$ cat config.mk
export PLATFORM = sky130hd
export DESIGN_NAME = set_duty_ramp
export DESIGN_NICKNAME = d
export VERILOG_FILES = /design/src/rtl/set_duty_pkg.sv /design/src/rtl/tick_div.sv /design/src/rtl/set_duty_ramp.sv
export SDC_FILE = /design/constraint.sdc
export NUM_CORES = 1
export LEC_CHECK = 0
export BUFFER_PORTS_ARGS = -buffer_cell sky130_fd_sc_hd__buf_4
export CORE_MARGIN = 5
export CORE_UTILIZATION = 30
export DETAILED_ROUTE_END_ITERATION = 16
export PLACE_DENSITY = 0.45
export SYNTH_ARGS = -nofsm -noshare
export SYNTH_HDL_FRONTEND = slang
export SYNTH_SLANG_ARGS = --single-unit
$ cat constraint.sdc
create_clock -name clk -period 5.27 [get_ports clk]
set_input_delay 0.527 -clock clk [delete_from_list [all_inputs] [get_ports clk]]
set_output_delay 0.527 -clock clk [all_outputs]
set_load 0.02 [all_outputs]
$ cat src/rtl/set_duty_pkg.sv
// Shared widths and duty/gap types for the duty-ramp slew limiter.
package set_duty_pkg;

    localparam int unsigned DEFAULT_DUTY_W = 20;
    localparam int unsigned DEFAULT_GAP_W  = 10;

    typedef logic [DEFAULT_DUTY_W-1:0] duty_t;
    typedef logic [DEFAULT_GAP_W-1:0]  gap_t;

endpackage

$ cat src/rtl/tick_div.sv
// Free-running 0..STEP_CYCLES-1 counter with a one-cycle tick on the last count.
module tick_div #(
    parameter int unsigned STEP_CYCLES = 100
) (
    input  logic clk,
    input  logic rst_n,
    output logic tick
);

    // Keep at least one bit so STEP_CYCLES = 1 still elaborates; the tick is then constant.
    localparam int unsigned CNT_W = (STEP_CYCLES > 1) ? $clog2(STEP_CYCLES) : 1;
    localparam logic [CNT_W-1:0] LAST = CNT_W'(STEP_CYCLES - 1);

    logic [CNT_W-1:0] cnt_q, cnt_d;

    assign tick = (cnt_q == LAST);

    always_comb begin
        cnt_d = cnt_q + CNT_W'(1);
        if (tick) begin
            cnt_d = '0;
        end
    end

    always_ff @(posedge clk or negedge rst_n) begin
        if (!rst_n) begin
            cnt_q <= '0;
        end else begin
            cnt_q <= cnt_d;
        end
    end

endmodule

$ cat src/rtl/set_duty_ramp.sv
// Slew-rate limiter: steps duty_out toward duty_need by at most duty_gap once per tick.
module set_duty_ramp
    import set_duty_pkg::*;
#(
    parameter int unsigned STEP_CYCLES = 100,
    parameter int unsigned DUTY_W      = DEFAULT_DUTY_W,
    parameter int unsigned GAP_W       = DEFAULT_GAP_W
) (
    input  logic              clk,
    input  logic              rst_n,
    input  logic [DUTY_W-1:0] duty_need,
    input  logic [GAP_W-1:0]  duty_gap,
    output logic [DUTY_W-1:0] duty_out
);

    logic              tick;
    logic [DUTY_W-1:0] duty_q, duty_d;
    logic [DUTY_W-1:0] gap_ext;
    logic [DUTY_W-1:0] diff;

    tick_div #(
        .STEP_CYCLES(STEP_CYCLES)
    ) u_tick_div (
        .clk  (clk),
        .rst_n(rst_n),
        .tick (tick)
    );

    assign gap_ext = DUTY_W'(duty_gap);

    // Differences are only taken in the positive direction, and a step is only
    // applied when it is strictly smaller than the distance, so nothing wraps.
    always_comb begin
        duty_d = duty_q;
        diff   = '0;
        if (tick) begin
            if (duty_q < duty_need) begin
                diff   = duty_need - duty_q;
                duty_d = (diff <= gap_ext) ? duty_need : duty_q + gap_ext;
            end else if (duty_q > duty_need) begin
                diff   = duty_q - duty_need;
                duty_d = (diff <= gap_ext) ? duty_need : duty_q - gap_ext;
            end
        end
    end

    always_ff @(posedge clk or negedge rst_n) begin
        if (!rst_n) begin
            duty_q <= '0;
        end else begin
            duty_q <= duty_d;
        end
    end

    assign duty_out = duty_q;

endmodule

# Word-level counts from Yosys, hierarchy flattened
# Cells that the tools add are included.
op_classes:
  reduce_logical: 2
  n_mux: 5
  addsub: 5
  magnitude_cmp: 4
  eq_ne: 1
op_table:
  columns: ["op", "count"]
  rows:
  - ["20-bit two-way mux", 4]
  - ["20-bit by 10-bit less-or-equal comparator with 1-bit output", 2]
  - ["20-bit subtractor", 2]
  - ["20-bit by 10-bit adder with 20-bit output", 1]
  - ["20-bit greater-than comparator", 1]
  - ["20-bit < comparator", 1]
  - ["20-bit by 10-bit subtractor with 20-bit output", 1]
  - ["7-bit by 1-bit adder with 7-bit output, second input constant", 1]
  - ["7-bit == test, second input constant", 1]
  - ["7-bit two-way mux", 1]
  - ["2-bit AND reduction", 1]
  - ["2-bit nonzero test", 1]
totals:
  output_inout_bits: 20
  in_bits: 32
  elab_cells: 19
  regBits: 27

# Logic depth before layout (Yosys ltp)
depth:
  ltp_word: 5
  depth_mapped: 21
  ltp_nobuf: 19

# By module
# A second synthesis with hierarchy kept.
hier_totals:
  hier_cells: 739
  area_unflattened_um2: 5474.0
by_module_without_submodules:
  columns: ["module", "seq_area_each_um2", "cells_each", "n_inst", "area_per_inst_um2"]
  rows:
  - ["set_duty_ramp", 500.5, 710, 1, 5128.7]
  - ["tick_div", 175.2, 29, 1, 345.3]

# Least setup slack after synthesis
# Ideal clock, no wire load.
synth_path:
  kind: "register to register"
  startpoint: "reg duty_q[0] (netlist: duty_out[0])"
  endpoint: "reg duty_q[8] (netlist: duty_out[8])"
  synth_period_minus_slack_ns: 4.242
  setup_ns: 0.129
  path_buffers: 2
  t_arrival_ns: 4.112
  required_ns: 5.141
  setup_slack_ns: 1.028
  stages_incl_launch_ff: 21
  path_cell_list: "dfrtp_1 > inv_1 > ha_1 > inv_1 > fa_1 > a211oi_1 > o21bai_1 > a21oi_1 > xnor2_1 > ha_1 > nand4_1 > o32ai_1 > a211o_1 > nand4_1 > a2111o_1 > or4_1 > buf_2 > buf_6 > nand2_2 > nor2_1 > o41a_1"
synth_via:
  elab_chain_len: 5
  word_cells_on_any_way: 14
  cone_classes: "add/sub: 4; order compare: 4; mux: 4; reduce/logical: 2"
synth_lines:
  columns: ["element", "line", "source"]
  rows:
  - ["start, declared", "set_duty_ramp.sv:17", "logic [DUTY_W-1:0] duty_q, duty_d;"]
  - ["start signal, assigned", "set_duty_ramp.sv:51", "duty_q <= duty_d;"]
  - ["20-bit subtractor", "set_duty_ramp.sv:41", "diff = duty_q - duty_need;"]
  - ["20-bit by 10-bit less-or-equal comparator with 1-bit output", "set_duty_ramp.sv:42", "duty_d = (diff <= gap_ext) ? duty_need : duty_q - gap_ext;"]
  - ["20-bit two-way mux", "set_duty_ramp.sv:42", null]
  - ["20-bit two-way mux", "set_duty_ramp.sv:40", "end else if (duty_q > duty_need) begin"]
  - ["20-bit two-way mux", "set_duty_ramp.sv:37", "if (duty_q < duty_need) begin"]
# Several ways; a longest one is shown, not always the timed one. The select of a mux whose other input is x is not followed.
# A chain may end at the register's enable or synchronous reset.

# Worst setup path after layout
layout_path:
  startpoint: "reg duty_q[0] (netlist: duty_out[0])"
  endpoint: "reg duty_q[9] (netlist: duty_out[9])"
# The elaborated chain is that of the path after synthesis.

==> impl_results.md <==
* Final critical-path share of the clock period at 92.3%
* Setup Crit Path Kind: register to register
* Initial antenna violation count at 0
* Clk_lat worst skew at 0.27 ns
* Post-synth cell types at 87
* Fmax at between 200 and 250 MHz
* # IOs at 52
* Power density over cell area at 123 mW/mm^2
* Total track usage at 17.6%
* Vias in the first global route at 5498
* Post-synth EDFFs at 0
* NumNets Final at 881
* Hold-fix buffers, CTS at 0
* Main flop type after synthesis: dfrtp_1
* Chip Height at 147 um
* Slowest CP cell: or4_1
* CP Data Required Time at 5.44 ns
* CP endpoint kind: register
* Ant diodes at 0
* Starting DRT DRC Count at 456
* Met2 usage at 28.5%
* Crit-path max FO at 31
* Synth warn at 0
* Initial core utilization at between 30% and 40%
* H-tree Lvls at 1
* Largest net degree at the start of global routing at 32
* Area delta synth->final at 10.6%
* Slew margin rel. at 50.9%
* CTS buffer count at 3
* WL final at 19.2 mm
* GR peak layer: met2
* CTS root buf: clkbuf_16
* DRC at 0
* # resized after CTS at 0
* Least-Margin Pin Slew at about 0.73 ns
* Commonest non-fill, non-tap cell in the layout: ha_1
* FF-to-FF path depth at 19
* Status: completed
* Reg-to-reg critical path endpoint: duty_out[9]
* RSZ-0062 raised after global routing: false
* Post-Place Worst Slack at approximately 0.42 ns
* Max clock buf depth at 2
* Avg Cell Area, Syn at 7.57 sq um
* Ordered list of cells on the worst path: inv_1 -> ha_1 -> inv_1 -> fa_1 -> a211oi_1 -> o21bai_1 -> a21oi_1 -> xnor2_1 -> ha_1 -> nand4_1 -> o32ai_1 -> a211o_1 -> nand4_1 -> a2111o_1 -> or4_1 -> buf_4 -> mux2i_4 -> nand2_1 -> a32o_1
* Slew Limit Fails at 0
* Most frequent cells in the layout: ha_1 (79), nor2_1 (71), inv_1 (64), a21oi_1 (59), buf_4 (58)
* Post-Syn Nets at about 850
* Synth Instances at 739
* VDD IR-drop max at 0.000111 V
* Post-CTS Setup Inserts at 0
* Ys async rst share at 100%
* First-pass GRT wire length at 30.8 mm
* FF/Latch Area at 676 sq um
* Lkg Pwr at about 2.8 nW
* Overflow after GRT at 0
* Crit path time final at 4.86 ns
* CTS sink count at 27
* Worst setup margin at between 0.4 and 0.5 ns
* Max incr delay on CP at 0.50 ns
* Clock skew at 0.00399 ns
* Type of the tightest min-delay check: primary input to asynchronous set/reset pin
* CP arrival at 5.03 ns
* Area of the multi-input gates at 0.00447 sq mm
* Core Region at around 0.019 sq mm
* Post-DR wirelength/cell at 19.2 um
* Fillcell total at 2008
* Via count of the routed design at 5534
* Setup total negative slack at 0 ns
* PortBufs at 51
* Clock slew at reported path FFs at about 0.07 ns
* Share of layout cells above drive strength 1 at 12.2%
* CTS tree: done
* Total iterations of the first detailed-routing run at 5
* Chip Width at 147 um
* # rows at 50
* Register-to-Register Setup Slack at 0.41 ns
* FF-to-FF Start: duty_out[0]
* # setup viols final at 0
* Met1 global-route usage at 25.3%
* Mapped Area at ~0.0056 sq mm
* Die area at 0.0215 sq mm
* Max-cap violations at 0
* Yosys reg bits at 27
* Post-route ant nets at 0
* Crit path launch type: register
* Fin. Hold Viols at 0
* M3 GR Usage at 1.24%
* Register area share after synthesis at between 10% and 20%
* Hpwl dp at about 16 mm
* GP Congestion at 0.886
* Average via count per standard cell at ~5.5
## worst max path at each step
stage | slack (ns) | cells after the start | start | to
after detailed placement | 0.42 | 19 | duty_need[0] | duty_out[9]
after global placement | 0.46 | 20 | duty_need[0] | duty_out[3]
after floorplan | 1.03 | 20 | duty_out[0] | duty_out[8]
after global routing | 0.11 | 20 | duty_out[0] | duty_out[9]
after CTS | 0.47 | 19 | duty_out[0] | duty_out[9]
final | 0.41 | 19 | duty_out[0] | duty_out[9]
## report_power, final
| group | switching (mW) | internal [mW] |
|---|---|---|
| Combinational | 0.217 | 0.145 |
| Sequential | 0.00251 | 0.208 |
| Clock | 0.0826 | 0.103 |
| Total | 0.302 | 0.456 |
## Yosys cell counts (all sizes together), types with 9 or more instances
cell / instances / area share (%)
a211oi: 17 / 2.5
a21o: 17 / 2.3
a21oi: 63 / 6.0
buf: 24 / 3.1
clkbuf: 12 / 0.80
dfrtp: 27 / 12
ha: 79 / 18
inv: 64 / 4.3
mux2i: 14 / 2.7
nand2: 54 / 3.7
nand3: 18 / 1.8
nand4: 13 / 1.7
nor2: 73 / 5.0
nor2b: 9 / 1.1
nor3: 17 / 1.5
o211ai: 10 / 1.3
o21ai: 48 / 4.4
o21bai: 9 / 1.2
xnor2: 38 / 5.9
## per-stage QoR
stage / hold slack, ns / instance area (sq um) / instances / power [mW] / util [%]
3_5_place_dp: 0.455 / 6110 / 995 / 0.573 / 33.0
2_1_floorplan: 0.231 / 5600 / 739 / 0.467 / -
3_3_place_gp: 0.455 / 6110 / 995 / 0.571 / 33.0
4_1_cts: 0.187 / 6190 / 999 / 0.762 / 33.4
6_report: 0.170 / 6190 / 999 / 0.758 / 33.4
5_1_grt: 0.197 / 6190 / 999 / 0.814 / 33.4
## cell type report
class	instances	share of cell area, %
repair buffers	58	7.03
well taps	234	4.73
flip-flops and latches	27	10.9
clock inverters	1	0.0808
clock buffers	3	1.21
inverters	64	3.88
multi-input cells	612	72.2
## worst max-delay path, delay by kind of cell, from the launching register on
family | cells | cell delay [ns]
compound gates | 7 | 1.81
xor+xnor | 1 | 0.11
fa+ha+maj | 3 | 0.91
buf+inv | 3 | 0.46
flops | 1 | 0.44
mux | 1 | 0.25
simple gates | 4 | 0.77
## per-layer routing
| metal | up-vias | routed length [um] |
|---|---|---|
| li1 | 2716 | - |
| met1 | 2645 | 9540 |
| met2 | 151 | 8720 |
| met3 | 22 | 642 |
| met4 | 0 | 320 |
| met5 | - | 0 |
## sequential cells by signal, indices dropped and copies added, names as in the netlist
register,cells
duty_out,20
u_tick_div.cnt_q,7
## cells by family after synthesis
group,after synthesis,share of synthesized area [%]
AO/OA/AOI/OAI,235,29.4
XOR/XNOR,46,7.20
adder cells (fa/ha/maj),83,19.1
buffers and inverters,100,8.18
flip-flops,27,12.1
multiplexers,15,2.93
AND/OR/NAND/NOR,233,21.1
Power figures use the tool's default switching activity.
